$ cat config.mk
export PLATFORM = sky130hd
export DESIGN_NAME = countdown_timer_flat
export DESIGN_NICKNAME = d
export VERILOG_FILES = /design/src/rtl/countdown_timer_if.sv /design/src/rtl/countdown_timer.sv /design/src/flat_wrapper.sv
export SDC_FILE = /design/constraint.sdc
export NUM_CORES = 1
export LEC_CHECK = 0
export CORE_MARGIN = 2
export CORE_UTILIZATION = 50
export DETAILED_ROUTE_END_ITERATION = 12
export HOLD_SLACK_MARGIN = 0.03
export PLACE_DENSITY = 0.79
export SKIP_CTS_REPAIR_TIMING = 1
export SLEW_MARGIN = 10
export SYNTH_ARGS = -nofsm -noshare
export SYNTH_HDL_FRONTEND = slang
export SYNTH_SLANG_ARGS = --single-unit
$ cat constraint.sdc
create_clock -name clk -period 3.2 [get_ports clk]
set_input_delay 0.64 -clock clk [delete_from_list [all_inputs] [get_ports clk]]
set_output_delay 0.64 -clock clk [all_outputs]
set_load 0.01 [all_outputs]
$ cat src/rtl/countdown_timer_if.sv
// Control/status bundle for countdown_timer: software-side controls in,
// counter view and expiry status out.
interface countdown_timer_if #(
    parameter int WIDTH = 8
);
    logic             load;
    logic [WIDTH-1:0] load_val;
    logic             count_en;
    logic             auto_reload;
    logic             out_en;
    logic [WIDTH-1:0] count;
    logic             zero;
    logic             tc_pulse;
    logic             running;
    logic [3:0]       expiries;

    modport master (
        output load, load_val, count_en, auto_reload, out_en,
        input  count, zero, tc_pulse, running, expiries
    );

    modport slave (
        input  load, load_val, count_en, auto_reload, out_en,
        output count, zero, tc_pulse, running, expiries
    );
endinterface

$ cat src/rtl/countdown_timer.sv
// Loadable down-counter that stops at zero or auto-reloads on expiry,
// flagging each expiry with a one-cycle pulse and a saturating tally.
module countdown_timer #(
    parameter int WIDTH = 8
) (
    input  logic              clk,
    input  logic              reset,
    countdown_timer_if.slave  bus
);
    logic [WIDTH-1:0] r_cnt;
    logic [WIDTH-1:0] r_reload;
    logic             r_tc_pulse;
    logic             r_running;
    logic [3:0]       r_expiries;

    logic             w_expire;
    logic             w_decrement;

    // cnt==0 falls into neither case, so the counter can never underflow.
    assign w_expire    = bus.count_en && (r_cnt == WIDTH'(1));
    assign w_decrement = bus.count_en && (r_cnt >  WIDTH'(1));

    always_ff @(posedge clk) begin
        if (reset) begin
            r_cnt      <= '0;
            r_reload   <= '0;
            r_tc_pulse <= 1'b0;
            r_running  <= 1'b0;
            r_expiries <= '0;
        end else if (bus.load) begin
            r_cnt      <= bus.load_val;
            r_reload   <= bus.load_val;
            r_tc_pulse <= 1'b0;
            r_running  <= 1'b0;
            r_expiries <= '0;
        end else if (w_expire) begin
            // A zero reload value lands on 0 naturally, leaving the block idle.
            r_cnt      <= bus.auto_reload ? r_reload : '0;
            r_tc_pulse <= 1'b1;
            r_running  <= 1'b1;
            if (r_expiries != 4'hF)
                r_expiries <= r_expiries + 4'd1;
        end else if (w_decrement) begin
            r_cnt      <= r_cnt - WIDTH'(1);
            r_tc_pulse <= 1'b0;
            r_running  <= 1'b1;
        end else begin
            r_tc_pulse <= 1'b0;
            r_running  <= 1'b0;
        end
    end

    assign bus.count    = bus.out_en ? r_cnt : '0;
    assign bus.zero     = (r_cnt == '0);
    assign bus.tc_pulse = r_tc_pulse;
    assign bus.running  = r_running;
    assign bus.expiries = r_expiries;
endmodule

$ cat src/flat_wrapper.sv
// flat-port wrapper written by rule: the top's interface ports become plain ports
module countdown_timer_flat 
#(
    parameter int WIDTH = 8
)
  (clk, reset, bus_load, bus_load_val, bus_count_en, bus_auto_reload, bus_out_en, bus_count, bus_zero, bus_tc_pulse, bus_running, bus_expiries);
  countdown_timer_if #(.WIDTH(WIDTH)) bus_i ();
  input  logic clk;
  input  logic reset;
  input wire logic [$bits(bus_i.load)-1:0] bus_load;
  input wire logic [$bits(bus_i.load_val)-1:0] bus_load_val;
  input wire logic [$bits(bus_i.count_en)-1:0] bus_count_en;
  input wire logic [$bits(bus_i.auto_reload)-1:0] bus_auto_reload;
  input wire logic [$bits(bus_i.out_en)-1:0] bus_out_en;
  output wire logic [$bits(bus_i.count)-1:0] bus_count;
  output wire logic [$bits(bus_i.zero)-1:0] bus_zero;
  output wire logic [$bits(bus_i.tc_pulse)-1:0] bus_tc_pulse;
  output wire logic [$bits(bus_i.running)-1:0] bus_running;
  output wire logic [$bits(bus_i.expiries)-1:0] bus_expiries;
  assign bus_i.load = bus_load;
  assign bus_i.load_val = bus_load_val;
  assign bus_i.count_en = bus_count_en;
  assign bus_i.auto_reload = bus_auto_reload;
  assign bus_i.out_en = bus_out_en;
  assign bus_count = bus_i.count;
  assign bus_zero = bus_i.zero;
  assign bus_tc_pulse = bus_i.tc_pulse;
  assign bus_running = bus_i.running;
  assign bus_expiries = bus_i.expiries;
  countdown_timer #(.WIDTH(WIDTH)) u_core (.clk(clk), .reset(reset), .bus(bus_i));
endmodule
### Yosys cells after proc, flatten, opt, wreduce, memory -nomap -nowiden

Index checks and enable logic that the tools add are counted.

| word-level totals | value |
|---|---|
| bits in registers | 22 |
| bits of input ports | 14 |
| output and inout bits | 15 |
| logic and storage cells | 24 |

| operators by class | value |
|---|---|
| add/sub/neg operators | 2 |
| $lt $le $gt $ge | 1 |
| equal/unequal tests | 2 |
| mux-type cells | 8 |
| reductions and logical operators | 6 |

Operator list:

| kind | number |
|---|---|
| 2-to-1 mux 8 bit | 5 |
| == test 8 x 1 -> 1 bit, second input constant | 1 |
| > comparator 8 x 1 -> 1 bit, second input constant | 1 |
| logical NOT 8 bit | 1 |
| subtractor 8 x 1 -> 8 bit, second input constant | 1 |
| adder 4 x 1 -> 4 bit, second input constant | 1 |
| != test 4 bit, second input constant | 1 |
| 2-to-1 mux 1 bit | 3 |
| nonzero test 3 bit | 1 |
| logical AND 1 bit | 2 |
| AND reduction 2 bit | 1 |
| OR reduction 2 bit | 1 |

### Longest topological paths before layout

| logic depth | value |
|---|---|
| depth in word-level cells | 5 |
| depth in mapped cells | 8 |
| mapped depth without buffers | 6 |

### Worst setup path before layout

OpenSTA, ideal clock, no wires.

| path | value |
|---|---|
| path type | register to register |
| from | register u_core.r_cnt[0] |
| to | register u_core.r_cnt[6] |
| setup time | 0.091 ns |
| arrival | 1.947 ns |
| required time | 3.109 ns |
| slack | 1.162 ns |
| cell stages (with the launch flop) | 7 |
| buffers on the path | 0 |
| period minus slack after synthesis | 2.038 ns |
| cell sequence | dfxtp_1 > inv_1 > ha_1 > or3b_4 > or4_1 > a211o_1 > a311oi_1 |

| on the way | value |
|---|---|
| cells in the longest elaborated chain, start to end | 4 |
| elaborated cells between the ends (all ways) | 9 |
| classes of those cells | add/sub: 1; order compare: 1; eq/ne: 1; mux: 3; reduce/logical: 3 |

RTL lines:

| item | line | text |
|---|---|---|
| start, declared | countdown_timer.sv:10 | `logic [WIDTH-1:0] r_cnt;` |
| start signal, assigned | countdown_timer.sv:31 | `r_cnt <= bus.load_val;` |
| start signal, assigned | countdown_timer.sv:38 | `r_cnt <= bus.auto_reload ? r_reload : '0;` |
| start signal, assigned | countdown_timer.sv:44 | `r_cnt <= r_cnt - WIDTH'(1);` |
| subtractor 8 x 1 -> 8 bit / == test 8 x 1 -> 1 bit (equally long branches) | countdown_timer.sv:44, countdown_timer.sv:20 |  |
| 2-to-1 mux 8 bit / logical AND 1 bit (equally long branches) | countdown_timer.sv:43, countdown_timer.sv:20 |  |
| 2-to-1 mux 8 bit | countdown_timer.sv:36 | `end else if (w_expire) begin` |
| 2-to-1 mux 8 bit | countdown_timer.sv:30 | `end else if (bus.load) begin` |

Several ways; a longest one is shown, not always the timed one. The select of a mux whose other input is x is not followed.
A chain may end at the register's enable or synchronous reset.

### Final worst setup path

| path | value |
|---|---|
| from | register u_core.r_cnt[0] |
| to | output bus_zero |

| on the way | value |
|---|---|
| cells in the longest elaborated chain, start to end | 1 |

RTL lines:

| item | line | text |
|---|---|---|
| logical NOT 8 bit | countdown_timer.sv:54 | `assign bus.zero = (r_cnt == '0);` |
| end, declared | flat_wrapper.sv:16 | `output wire logic [$bits(bus_i.zero)-1:0] bus_zero;` |

Every way passes these cells.

==> impl_results.md <==
- Final design utilization: 66.3%
- Crit path max-delay family: buffers and inverters
- Top sig layer: met4
- Combinational Power Share: 29.0%
- P_int: 450 uW
- Outcome: complete, no violations
- Sequential share of power: 47.4%
- Final-report hold violation count: 0
- Tcrit/Tclk final: 88.2%
- WP data arrival: 2180 ps
- Flop and latch count out of synthesis: 22
- Post-synthesis async set-or-reset flop share: 0%
- CTS tree: yes
- Setup violations, final: 0
- Maximum capacitance violations: 0
- Post-Syn Area: 1290 sq um
- Area of the die: 3010 sq um
- Primary FF master, synth: dfxtp_1
- Root Driver: clkbuf_4
- Vias/cell: 6.20
- Worst Setup Start Kind: flop
- CTS max path bufs: 2
- Final non-filler cell total: 213
- Setup TNS: 0 ps
- Switching power: 208 uW
- H-tree levels: 1
- Worst Hold Class: reg -> reg
- # IOs: 29
- Worst Path Buf+Inv: 2
- Yosys cell types: 46
- Final #Nets: 201
- Final Critical Period: 2820 ps
- Number of CTS-inserted buffers: 3
- Vias in the first global route: 1146
- Standard-cell rows: 18
- Initial antenna violation count: 0
- Final clock skew: 3.97 ps
- DR WL met3: 197 um
- Tot GR Track Use: 23.6%
- Core Area: 2450 sq um
- Chip Width: 54.8 um
- Synth Instances: 159
- Worst path max stage delay: 540 ps
- Worst Setup End Kind: output port
- Starting Density: 52.6%
- Antenna Nets Post-Route: 0
- Worst skew pair latency: 310 ps
- Cell leakage power: 0.612 nW
- Max Slew Vio Count: 0
- Relative slew slack: 62.1%
- CP max stage cell: clkdlybuf4s50_1
- Register clock-pin slew on the reported worst setup and hold paths: 120 ps
- Fin area: 1630 sq um
- Buffers on Ports: 28
- Hpwl dp: 2.37 mm
- Slew @ Worst Pin: 567 ps
- Clock power share: 23.6%
- CP Max Fanout: 9
- First-pass GRT wire length: 5.13 mm
- Post-synth EDFFs: 0
- GR Overflow Total: 0
- TritonRoute pass-1 iters: 4
- Part of the Yosys area used for sequential elements: 34.1%
- Layout cells sized above 1: 7.65%
- Largest net degree at the start of global routing: 22
- CP Class: reg -> out
- Synthesized area per cell: 8.12 sq um
- Max VDD drop: 0.000288 V
- M1 WL: 1.45 mm
- Placed Instances: 209
- Net Sw Frac: 31.7%
- Via count: 1320
- Synthesized Nets: 176
- Pwr/cell area: 404 nW/um^2
- Synth-to-layout area growth: 26.1%
- Ys Warns: 0
- Starting DRT DRC Count: 43
- RSZ-0062 raised after global routing: false
- Power, Total: 658 uW
- Antenna diodes: 0
- Fmax: 0.354 GHz
- Wire length on met2: 1.54 mm
- WL/cell: 15.2 um
- Crit path cell chain: inv_1 > ha_1 > or3b_4 > nor2_1 > clkdlybuf4s50_1
- Final GP Congestion: 0.940
- Clk sinks: 22
- Die H: 54.8 um
- DP Area: 1590 sq um
- DRC violations left: 0
- Worst Path Required: 2560 ps
- DRT Wirelength: 3.23 mm
## metal layers
layer  vias to the layer above  GRT usage [%]
met5                         -              0
met4                         0           10.0
met3                         6           3.83
met2                        55           37.9
met1                       616           31.1
li1                        643              -
## flip-flops by register name, indices dropped and copies added (netlist names)
signal and count:
u_core.bus.running 1, u_core.bus.expiries 4, u_core.bus.tc_pulse 1, u_core.r_cnt 8, u_core.r_reload 8
## cells in the final DEF, fill, tap and decap left out, drive strengths merged, types with 2 or more instances in the layout
master         instances
a211oi                 4
a311oi                 3
a2111oi                3
nor2                  12
dfxtp                 22
o211ai                 3
o21ai                  3
o31ai                  3
a31o                   2
a41oi                  2
nand4                  5
or4                    3
a21oi                  8
nand3                  3
nand2                 13
a211o                  2
inv                    7
ha                     3
nor4                   2
nor3                   8
a31oi                  3
clkdlybuf4s50         28
mux2i                  6
nand3b                 2
and2                  11
buf                    4
clkbuf                 4
## cell families (layout without fill, tap and decap cells)
logic type               after synthesis  count (layout)  share of synthesized area [%]
AND/OR/NAND/NOR                       66              66                           27.4
flip-flops                            22              22                           34.1
multiplexers                           6               6                           4.65
XOR/XNOR                               1               1                          0.678
buffers and inverters                 19              43                           5.72
AO/OA/AOI/OAI                         42              42                           24.5
adder cells (fa/ha/maj)                3               3                           2.91
## worst min-delay path, stage by stage (launching register included)
cell	delay (ps)
dfxtp_1	330
nand2_1	60
a21oi_1	60
## Yosys cell counts, drive strengths merged (2+ instances only)
library cell,number,area [sq um]
a2111oi,3,38.8
a211o,2,18.8
a211oi,4,30.0
a21oi,8,40.0
a311oi,3,26.3
a31o,2,17.5
a31oi,3,18.8
a41oi,2,17.5
and2,11,68.8
buf,4,16.3
clkbuf,8,31.3
dfxtp,22,440
ha,3,37.5
inv,7,26.3
mux2i,6,60.1
nand2,13,48.8
nand3,3,15.0
nand3b,2,15.0
nand4,5,31.3
nor2,12,45.0
nor3,8,40.0
nor4,2,12.5
o211ai,3,22.5
o21ai,3,15.0
o31ai,3,22.5
or4,3,22.5
## cell type report
| class | count | area, sq um |
|---|---|---|
| well taps | 30 | 37.5 |
| multi-input cells | 118 | 777 |
| flip-flops and latches | 22 | 440 |
| repair buffers | 32 | 310 |
| fillers | 221 | 827 |
| clock buffers | 4 | 36.3 |
| inverters | 7 | 26.3 |
## worst paths after layout
path	start	to	slack [ps]	cells after the start
worst max-delay path	u_core.r_cnt[0]	bus_zero	380	5
worst min register to register	u_core.r_reload[4]	u_core.r_reload[4]	480	2
worst max register to register	u_core.r_cnt[0]	u_core.r_cnt[6]	930	6
worst min-delay path	u_core.r_reload[4]	u_core.r_reload[4]	480	2
## power by group through the flow
stage / combinational, mW / sequential [mW] / clock [mW]
floorplan: 0.127 / 0.310 / 0
global placement: 0.183 / 0.316 / 0
detailed placement: 0.188 / 0.317 / 0
CTS: 0.189 / 0.311 / 0.157
global route: 0.207 / 0.315 / 0.170
finish: 0.191 / 0.312 / 0.155
## through the flow
stage | hold slack (ps) | setup WS, ps
after floorplan | 445 | 1160
after global placement | 457 | 714
after detailed placement | 460 | 656
after CTS | 478 | 378
after global routing | 505 | 239
final | 479 | 379
(Power assumes the default switching activity.)
